<file path="src/rtl/cpu_control_fsm_pkg.sv">
// Shared encodings for the 8-bit CPU control path: opcodes, ALU operations,
// controller states and the decoded-instruction bundle.
package cpu_control_fsm_pkg;

    localparam logic [3:0] OP_NOP = 4'h0;
    localparam logic [3:0] OP_ADD = 4'h1;
    localparam logic [3:0] OP_SUB = 4'h2;
    localparam logic [3:0] OP_AND = 4'h3;
    localparam logic [3:0] OP_OR  = 4'h4;
    localparam logic [3:0] OP_XOR = 4'h5;
    localparam logic [3:0] OP_MOV = 4'h6;
    localparam logic [3:0] OP_LDI = 4'h7;
    localparam logic [3:0] OP_JMP = 4'h8;
    localparam logic [3:0] OP_JZ  = 4'h9;
    localparam logic [3:0] OP_HLT = 4'hF;

    typedef enum logic [2:0] {
        ALU_ADD    = 3'd0,
        ALU_SUB    = 3'd1,
        ALU_AND    = 3'd2,
        ALU_OR     = 3'd3,
        ALU_XOR    = 3'd4,
        ALU_PASS_B = 3'd5
    } alu_op_e;

    typedef enum logic [2:0] {
        ST_FETCH    = 3'd0,
        ST_DECODE   = 3'd1,
        ST_FETCH_OP = 3'd2,
        ST_EXECUTE  = 3'd3,
        ST_HALT     = 3'd4
    } state_e;

    typedef struct packed {
        alu_op_e alu_op;
        logic    needs_operand;
        logic    writes_rf;
        logic    updates_zero;
        logic    is_jump;
        logic    is_jz;
        logic    is_halt;
        logic    is_illegal;
    } decode_t;

    // Program counter advances modulo 256.
    function automatic logic [7:0] pc_inc(input logic [7:0] p);
        return p + 8'd1;
    endfunction

endpackage

</file>
<file path="src/rtl/cpu_control_fsm_instr_decoder.sv">
// Combinational instruction decoder: maps the instruction register to the
// control attributes the controller needs.
module instr_decoder
    import cpu_control_fsm_pkg::*;
(
    input  logic [7:0] ir,
    output decode_t    dec
);

    // Decode the opcode nibble; anything undefined is flagged illegal and
    // otherwise behaves as a NOP.
    always_comb begin
        dec        = '0;
        dec.alu_op = ALU_ADD;
        case (ir[7:4])
            OP_NOP: begin
                dec.alu_op = ALU_ADD;
            end
            OP_ADD, OP_SUB, OP_AND, OP_OR, OP_XOR: begin
                // ALU opcodes are laid out one below the instruction opcodes
                dec.alu_op       = alu_op_e'(ir[6:4] - 3'd1);
                dec.writes_rf    = 1'b1;
                dec.updates_zero = 1'b1;
            end
            OP_MOV: begin
                dec.alu_op    = ALU_PASS_B;
                dec.writes_rf = 1'b1;
            end
            OP_LDI: begin
                dec.needs_operand = 1'b1;
                dec.writes_rf     = 1'b1;
            end
            OP_JMP: begin
                dec.needs_operand = 1'b1;
                dec.is_jump       = 1'b1;
            end
            OP_JZ: begin
                dec.needs_operand = 1'b1;
                dec.is_jz         = 1'b1;
            end
            OP_HLT: begin
                dec.is_halt = 1'b1;
            end
            default: begin
                dec.is_illegal = 1'b1;
            end
        endcase
    end

endmodule

</file>
<file path="src/rtl/cpu_control_fsm.sv">
// Multi-cycle fetch/decode/execute controller for the 8-bit CPU. Owns the
// program counter, instruction/operand registers and the zero flag.
module cpu_control_fsm
    import cpu_control_fsm_pkg::*;
#(
    parameter logic [7:0] RESET_PC = 8'h00
)
(
    input  logic       clk,
    input  logic       reset,
    output logic       imem_req,
    output logic [7:0] imem_addr,
    input  logic       imem_ready,
    input  logic [7:0] imem_data,
    output logic [1:0] rf_src1,
    output logic [1:0] rf_src2,
    output logic [1:0] rf_dest,
    output logic       rf_we,
    output logic [7:0] rf_write_data,
    output logic [2:0] alu_op,
    input  logic [7:0] alu_result,
    output logic [7:0] pc,
    output logic       zero_flag,
    output logic       halted,
    output logic       illegal
);

    state_e     state;
    logic [7:0] ir;
    logic [7:0] opr;
    decode_t    dec;

    instr_decoder u_instr_decoder (
        .ir  (ir),
        .dec (dec)
    );

    // Register-file indices and ALU op come straight from the registered IR,
    // so they hold steady from DECODE through EXECUTE.
    assign rf_src1   = ir[3:2];
    assign rf_src2   = ir[1:0];
    assign rf_dest   = ir[3:2];
    assign alu_op    = dec.alu_op;
    assign imem_addr = pc;

    // Writeback mux: LDI writes the operand byte, everything else the ALU result.
    always_comb begin
        rf_write_data = 8'h00;
        if (rf_we) begin
            if (dec.needs_operand) begin
                rf_write_data = opr;
            end else begin
                rf_write_data = alu_result;
            end
        end
    end

    // Controller state machine with registered handshake and strobe outputs.
    always_ff @(posedge clk or posedge reset) begin
        if (reset) begin
            state     <= ST_FETCH;
            pc        <= RESET_PC;
            ir        <= 8'h00;
            opr       <= 8'h00;
            zero_flag <= 1'b0;
            imem_req  <= 1'b0;
            rf_we     <= 1'b0;
            halted    <= 1'b0;
            illegal   <= 1'b0;
        end else begin
            case (state)
                ST_FETCH: begin
                    // The request is raised one cycle after reset; ready is
                    // only honoured while the request is up.
                    if (imem_req && imem_ready) begin
                        ir       <= imem_data;
                        pc       <= pc_inc(pc);
                        imem_req <= 1'b0;
                        state    <= ST_DECODE;
                    end else begin
                        imem_req <= 1'b1;
                    end
                end
                ST_DECODE: begin
                    if (dec.is_halt) begin
                        halted <= 1'b1;
                        state  <= ST_HALT;
                    end else if (dec.needs_operand) begin
                        imem_req <= 1'b1;
                        state    <= ST_FETCH_OP;
                    end else begin
                        rf_we   <= dec.writes_rf;
                        illegal <= dec.is_illegal;
                        state   <= ST_EXECUTE;
                    end
                end
                ST_FETCH_OP: begin
                    if (imem_req && imem_ready) begin
                        opr      <= imem_data;
                        pc       <= pc_inc(pc);
                        imem_req <= 1'b0;
                        rf_we    <= dec.writes_rf;
                        state    <= ST_EXECUTE;
                    end else begin
                        imem_req <= 1'b1;
                    end
                end
                ST_EXECUTE: begin
                    rf_we   <= 1'b0;
                    illegal <= 1'b0;
                    if (dec.updates_zero) begin
                        zero_flag <= (alu_result == 8'h00);
                    end
                    if (dec.is_jump || (dec.is_jz && zero_flag)) begin
                        pc <= opr;
                    end
                    imem_req <= 1'b1;
                    state    <= ST_FETCH;
                end
                ST_HALT: begin
                    imem_req <= 1'b0;
                    rf_we    <= 1'b0;
                    illegal  <= 1'b0;
                end
                default: begin
                    imem_req <= 1'b0;
                    rf_we    <= 1'b0;
                    illegal  <= 1'b0;
                    state    <= ST_FETCH;
                end
            endcase
        end
    end

endmodule

</file>
<file path="config.mk">
export PLATFORM = sky130hd
export DESIGN_NAME = cpu_control_fsm
export DESIGN_NICKNAME = d
export VERILOG_FILES = /design/src/rtl/cpu_control_fsm_pkg.sv /design/src/rtl/cpu_control_fsm_instr_decoder.sv /design/src/rtl/cpu_control_fsm.sv
export SDC_FILE = /design/constraint.sdc
export NUM_CORES = 1
export LEC_CHECK = 0
export ABC_AREA = 1
export BUFFER_PORTS_ARGS = -buffer_cell sky130_fd_sc_hd__buf_2
export CORE_MARGIN = 1
export CORE_UTILIZATION = 35
export DETAILED_ROUTE_END_ITERATION = 7
export SKIP_CTS_REPAIR_TIMING = 1
export SYNTH_ARGS = -nofsm -noshare
export SYNTH_HDL_FRONTEND = slang
export SYNTH_SLANG_ARGS = --single-unit
</file>
<file path="constraint.sdc">
create_clock -name clk -period 3.5 [get_ports clk]
set_input_delay 0.175 -clock clk [delete_from_list [all_inputs] [get_ports clk]]
set_output_delay 0.175 -clock clk [all_outputs]
set_load 0.01 [all_outputs]
</file>
==> flow_metrics.py, run 1 <==
metrics = {
    "power_and_ir_drop": {
        "ir_drop_mv": 0.339,
        "p_sw_frac": 0.464,
        "power_density_mw_per_mm2": 869,
        "seq_power_share": 0.339,
        "internal_power_uw": 1120,
        "combPwrFrac": 0.492,
        "power_uw": 2080,
        "clockPowerShare": 0.169,
        "p_leak_uw": 0.00138,
        "power.switching_uw": 968,
    },
    "critical_path": {
        "cp_slowest_cell": "dfrtp_1",
        "cp.required_ns": 3.32,
        "rr_endpoint": "rf_we",
        "max_stage_delay_ns": 0.43,
        "path_buf_inv": 2,
        "criticalPathCategory": "reg2out",
        "worstReg2RegStart": "ir[4]",
        "reg2reg_depth": 8,
        "endpoint_kind": "primary output",
        "cp_top_family": "flip-flops",
        "start_kind": "register",
        "r2r_slack_ns": 1.96,
        "cp.arrival_ns": 1.87,
        "crit_path_max_fanout": 18,
        "path_cells": "inv_1 -> ha_1 -> nand3_2 -> nand3_4 -> o21ai_0 -> a21oi_1 -> buf_2",
    },
    "global_routing": {
        "grtUsageMet3": 0.0430,
        "busiest_layer": "met2",
        "grt_pass1_wl_um": 8140,
        "track_usage": 0.172,
        "grt_max_degree": 33,
        "grt_pass1_vias": 1722,
        "grt.overflow.total": 0,
        "antenna_found_initial": 0,
        "met2_usage": 0.268,
        "grt_use_met1": 0.229,
    },
    "detailed_routing": {
        "wire_per_inst_um": 11.9,
        "ant_nets": 0,
        "drc_errors": 0,
        "vias": 1888,
        "dr.pass1.iters": 4,
        "vias_per_cell": 4.66,
        "routed_wirelength_um": 4820,
        "first_iter_violations": 117,
    },
    "synthesis": {
        "synth_cell_types": 23,
        "synth_seq_cells": 32,
        "synth_warnings": 0,
        "netlist_area_mm2": 0.00206,
        "ys_seq_area_frac": 0.390,
        "synth_nets": 312,
        "synthCells": 287,
        "syn_avg_cell_area_um2": 7.16,
    },
    "timing": {
        "finalHoldViolations": 32,
        "fmax_mhz": 488,
        "fin_crit_sh": 0.585,
        "layout_min_cycle_time_ns": 2.05,
        "whs_ns": -0.0369,
        "skew_ns": 0.00453,
        "setup_viol": 0,
        "setup_tns_ns": 0,
        "max-slew-margin-rel": 0.627,
        "grt_setup_unrepaired": "no",
        "finalMaxSlewViolations": 0,
        "worstMarginPinSlew_ns": 0.557,
    },
    "place": {
        "port_buffers": 56,
        "dpl.hpwl_um": 3670,
        "dp_cells": 397,
        "routabilityCongestion": 0.818,
    },
    "die": {
        "die_w_um": 78.6,
        "dieArea_mm2": 0.00618,
        "initial_core_util": 0.369,
        "core_region_area_mm2": 0.00557,
        "std_cell_rows": 27,
        "io_pins": 57,
        "die-height_um": 78.6,
    },
    "clock_network": {
        "clock_latency_ns": 0.28,
        "clockBufferDepth": 2,
        "cts.sinks": 32,
        "cts_tree": "built",
        "clk_pin_slew_ns": 0.07,
        "cts_root_buffer": "clkbuf_8",
        "cts_made_buffers": 5,
        "htreeDepth": 2,
    },
    "min_path": {
        "hold_path.class": "in2async",
    },
    "layout": {
        "nets": 357,
        "fillers": 619,
        "n_antenna_cell": 0,
        "final_cell_mix": "82 x nand2_1, 56 x buf_2, 42 x inv_1",
        "final_common_cell": "nand2_1",
        "fin_cells": 405,
        "area_delta_synth_final_pct": 16.7,
        "post-route-util": 0.431,
        "drive_gt1_frac": 0.231,
    },
    "job": {
        "cap_violations": 0,
    },
    "run_status": {
        "failed_checks": "hold timing",
        "status": "finished with violations",
    },
}
layer usage:
metal	part of all wire	vias up
met5	0	-
met4	0.025	0
met2	0.45	43
met3	0.037	11
met1	0.48	851
li1	-	983
how the worst max path moves through the flow:
| stage | from | end | slack (ns) | cells past startpoint |
|---|---|---|---|---|
| 6_report | ir[4] | rf_write_data[2] | 1.45 | 7 |
| 5_1_grt | ir[4] | rf_write_data[2] | 1.25 | 7 |
| 4_1_cts | ir[4] | rf_write_data[2] | 1.42 | 7 |
| 3_5_place_dp | ir[4] | rf_write_data[2] | 1.75 | 7 |
| 3_3_place_gp | ir[4] | rf_write_data[3] | 1.83 | 7 |
| 2_1_floorplan | ir[4] | rf_write_data[6] | 1.91 | 7 |
through the flow:
step / worst slack [ns] / instance area (µm²)
after CTS: 1.42 / 2400
after global routing: 1.25 / 2400
final: 1.45 / 2400
after detailed placement: 1.75 / 2290
after global placement: 1.83 / 2290
after floorplan: 1.91 / 2060
state kept, by name, summed over array words and instances, names as in the netlist:
signal / cells
imem_addr: 8
rf_we: 1
zero_flag: 1
opr: 8
imem_req: 1
illegal: 1
halted: 1
ir: 8
state: 3
cell families (layout without fill, tap and decap cells):
| family | count (synthesis) | in the layout | share of synthesized area |
|---|---|---|---|
| compound gates | 45 | 45 | 0.114 |
| fa+ha+maj | 6 | 6 | 0.0365 |
| xor+xnor | 2 | 2 | 0.00852 |
| flops | 32 | 32 | 0.390 |
| buf+inv | 63 | 109 | 0.151 |
| simple gates | 139 | 139 | 0.300 |
synth_stat cells (all sizes together):
cell | n | area [µm²]
inv | 44 | 165
nand3b | 1 | 7.51
nor2 | 24 | 105
a22oi | 1 | 7.51
buf | 19 | 145
nand3 | 24 | 143
o21ai | 36 | 188
dfrtp | 32 | 801
nand2 | 84 | 320
nand4 | 5 | 31.3
nor3 | 1 | 10.0
ha | 6 | 75.1
xnor2 | 2 | 17.5
a21oi | 8 | 40.0
power by group through the flow:
stage | clock network, µW | logic (µW) | registers [µW]
2_1_floorplan | 0 | 817 | 686
3_5_place_dp | 0 | 1030 | 713
4_1_cts | 363 | 1040 | 707
3_3_place_gp | 0 | 1030 | 707
6_report | 353 | 1030 | 707
5_1_grt | 383 | 1180 | 736
worst register-to-register path, cell delays in order (launching register included):
cell and delay [ns]:
dfrtp_1 0.41, inv_1 0.10, ha_1 0.25, nand3_2 0.15
nand3_4 0.21, nand2_1 0.14, nand3_1 0.07, nand2_1 0.06
nand2_1 0.05
final cells by class:
| cell class | instances | area [µm²] | area share |
|---|---|---|---|
| multi-input combinational | 192 | 945 | 0.394 |
| sequential | 32 | 801 | 0.334 |
| timing repair buffer | 57 | 288 | 0.120 |
| inverter | 44 | 165 | 0.0688 |
| tap | 72 | 90.1 | 0.0375 |
| clock buffer | 5 | 68.8 | 0.0287 |
| clock inverter | 3 | 42.5 | 0.0177 |
(Power assumes the default switching activity.)
==> run 2: changes to the inputs <==
- ABC_AREA: 1 -> 0
- clock period: 3.5 -> 2.09 ns (I/O delays scaled with it)
==> run 2 against run 1 <==
The flow now finishes without violations. Power increased by 86%. Critical path depth unchanged. Hold slack better by 0.088 ns. Clock power up 39%. Die area decreased by 3.2%. Sequential power grew 85%. First-iteration DRC count fell by 16%.
==> flow_metrics.py, run 2 <==
metrics = {
    "run_status": {
        "status": "completed",
    },
    "global_routing": {
        "grt_pass1_vias": 1425,
        "track_usage": 0.159,
        "grt_max_degree": 33,
        "grt_pass1_wl_um": 7270,
        "grt.overflow.total": 0,
        "antenna_found_initial": 0,
    },
    "synthesis": {
        "netlist_area_mm2": 0.00199,
        "synth_top_family_by_area": "simple AND/OR/NAND/NOR gates",
        "synth_most_common_cell": "dfrtp_1",
        "yosys-mux-area-fraction": 0.135,
        "syn_avg_cell_area_um2": 10.1,
        "synthSimpleGateAreaFrac": 0.165,
        "synth_nets": 222,
        "synth_warnings": 0,
        "synth_adder_area_share": 0.0378,
        "synth_cell_types": 44,
        "ys_seq_area_frac": 0.403,
        "synthCells": 197,
        "synth_compound_area_frac": 0.153,
        "synthTopCellsByArea": "dfrtp_1 40%, mux2_2 8.5%, buf_4 5.7%",
        "synth_top_flop_cell": "dfrtp_1",
        "synth.cells.most_frequent": "32 x dfrtp_1, 19 x a21oi_1, 15 x buf_4, 15 x mux2_2, 11 x nand2_1",
        "yosys.area.top_type": "dfrtp_1",
        "synth_seq_cells": 32,
        "async_flop_share": 1.00,
        "synth-xor-area-share": 0.00441,
        "yosys.area.top_type_share": 0.403,
        "synth_edf_count": 0,
    },
    "die": {
        "dieArea_mm2": 0.00599,
        "std_cell_rows": 27,
        "initial_core_util": 0.361,
        "io_pins": 57,
        "core_region_area_mm2": 0.00551,
        "die_w_um": 77.4,
        "die-height_um": 77.4,
    },
    "critical_path": {
        "max_stage_delay_ns": 0.46,
        "start_kind": "register",
        "cp.arrival_ns": 1.91,
        "reg2reg_depth": 6,
        "r2r_slack_ns": 0.24,
        "rr_endpoint": "rf_we",
        "crit_path_max_fanout": 5,
        "endpoint_kind": "primary output",
        "cp_top_family": "simple AND/OR/NAND/NOR gates",
        "path_cells": "inv_2 -> ha_4 -> or2b_1 -> a21oi_2 -> or4b_1 -> o311ai_1 -> buf_2",
        "path_buf_inv": 2,
        "cp.required_ns": 1.99,
        "cp_slowest_cell": "or4b_1",
        "worstReg2RegStart": "ir[4]",
        "criticalPathCategory": "reg2out",
    },
    "clock_network": {
        "cts.sinks": 32,
        "cts_made_buffers": 5,
        "cts_root_buffer": "clkbuf_8",
        "clock_latency_ns": 0.29,
        "clockBufferDepth": 2,
        "htreeDepth": 2,
        "clk_pin_slew_ns": 0.07,
        "cts_tree": "built",
    },
    "power_and_ir_drop": {
        "power_density_mw_per_mm2": 1610,
        "seq_power_share": 0.338,
        "combPwrFrac": 0.535,
        "ir_drop_mv": 0.639,
        "p_sw_frac": 0.437,
        "internal_power_uw": 2180,
        "power.switching_uw": 1690,
        "clockPowerShare": 0.127,
        "p_leak_uw": 0.00112,
    },
    "min_path": {
        "holdPathStages": 3,
        "hold_path.class": "in2reg",
        "hold_end": "ir[6]",
        "hp-start": "imem_data[6]",
    },
    "timing": {
        "max-slew-margin-rel": 0.701,
        "skew_ns": 0.00977,
        "fmax_mhz": 496,
        "layout_min_cycle_time_ns": 2.02,
        "finalMaxSlewViolations": 0,
        "setup_viol": 0,
        "whs_ns": 0.0511,
        "fin_crit_sh": 0.965,
        "grt_setup_unrepaired": "yes",
        "finalHoldViolations": 0,
        "setup_tns_ns": 0,
        "worstMarginPinSlew_ns": 0.438,
    },
    "detailed_routing": {
        "vias": 1604,
        "drc_errors": 0,
        "wire_per_inst_um": 14.7,
        "vias_per_cell": 5.01,
        "dr.pass1.iters": 4,
        "first_iter_violations": 98,
        "routed_wirelength_um": 4710,
        "ant_nets": 0,
    },
    "place": {
        "port_buffers": 56,
        "routabilityCongestion": 0.834,
        "dpl.hpwl_um": 3470,
    },
    "job": {
        "cap_violations": 0,
    },
    "layout": {
        "n_antenna_cell": 0,
        "final_cell_mix": "57 x buf_2, 32 x dfrtp_1, 18 x a21oi_1",
        "nets": 272,
        "area_delta_synth_final_pct": 20.8,
        "final_common_cell": "buf_2",
        "drive_gt1_frac": 0.440,
    },
}
-- run 2: changes by cell type after synthesis, moves of 4 or more --
cell     delta
a21oi_1    +11
buf_2       +4
inv_1      -35
mux2_2     +15
mux2i_1    +10
nand2_1    -71
nand3_1    -15
nand4_1     -4
nor2_1     -13
nor2b_1     +9
o21ai_0    -22
o22ai_1     +4
-- run 2: logic make-up after synthesis --
family / Yosys count
AND/OR/NAND/NOR: 55
AO/OA/AOI/OAI: 47
adder cells (fa/ha/maj): 6
flip-flops: 32
buffers and inverters: 31
multiplexers: 25
XOR/XNOR: 1
-- run 2: per-layer routing --
metal | GRT usage | wire, µm | vias to the layer above
met5 | 0 | 0 | -
met3 | 0.0376 | 211 | 6
met2 | 0.244 | 2170 | 48
met4 | 0.0566 | 64 | 0
met1 | 0.218 | 2260 | 763
li1 | - | - | 787
-- run 2: power groups by stage --
stage | registers [µW] | clock network (µW) | logic [µW]
2_1_floorplan | 1190 | 0 | 1620
3_3_place_gp | 1310 | 0 | 1880
3_5_place_dp | 1320 | 0 | 1900
4_1_cts | 1300 | 499 | 1910
5_1_grt | 1370 | 532 | 2260
6_report | 1310 | 492 | 2070
-- run 2: final cells by class --
type | instances | area, µm²
multi-input combinational | 134 | 1030
inverter | 7 | 26.3
clock buffer | 5 | 68.8
clock inverter | 3 | 23.8
tap | 72 | 90.1
fill | 537 | 3100
sequential | 32 | 801
timing repair buffer | 67 | 363
-- run 2: worst register-to-register path, stage by stage, from the launching register on --
cell and delay, ns:
dfrtp_1 0.42, buf_4 0.15, ha_2 0.21, a2111oi_0 0.45, or2_2 0.21, nor3_1 0.05, mux2_2 0.27
-- run 2: per-stage QoR --
step / total power, µW / util / cell area, µm² / setup slack [ns] / std cells
after floorplan: 2810 / - / 1990 / 0.341 / 197
after global placement: 3190 / 0.403 / 2220 / 0.294 / 306
after detailed placement: 3220 / 0.403 / 2220 / 0.245 / 306
after CTS: 3720 / 0.420 / 2310 / -0.0271 / 314
after global routing: 4170 / 0.436 / 2400 / -0.0145 / 320
final: 3880 / 0.436 / 2400 / 0.0738 / 320
-- run 2: worst max-delay path by stage --
stage,slack [ns],to,start,cells after the start
after floorplan,0.34,rf_we,ir[4],6
after global placement,0.29,rf_we,ir[4],6
after detailed placement,0.24,rf_we,ir[4],6
after CTS,-0.03,alu_op[2],ir[4],7
after global routing,-0.01,alu_op[2],ir[4],7
final,0.07,alu_op[2],ir[4],7
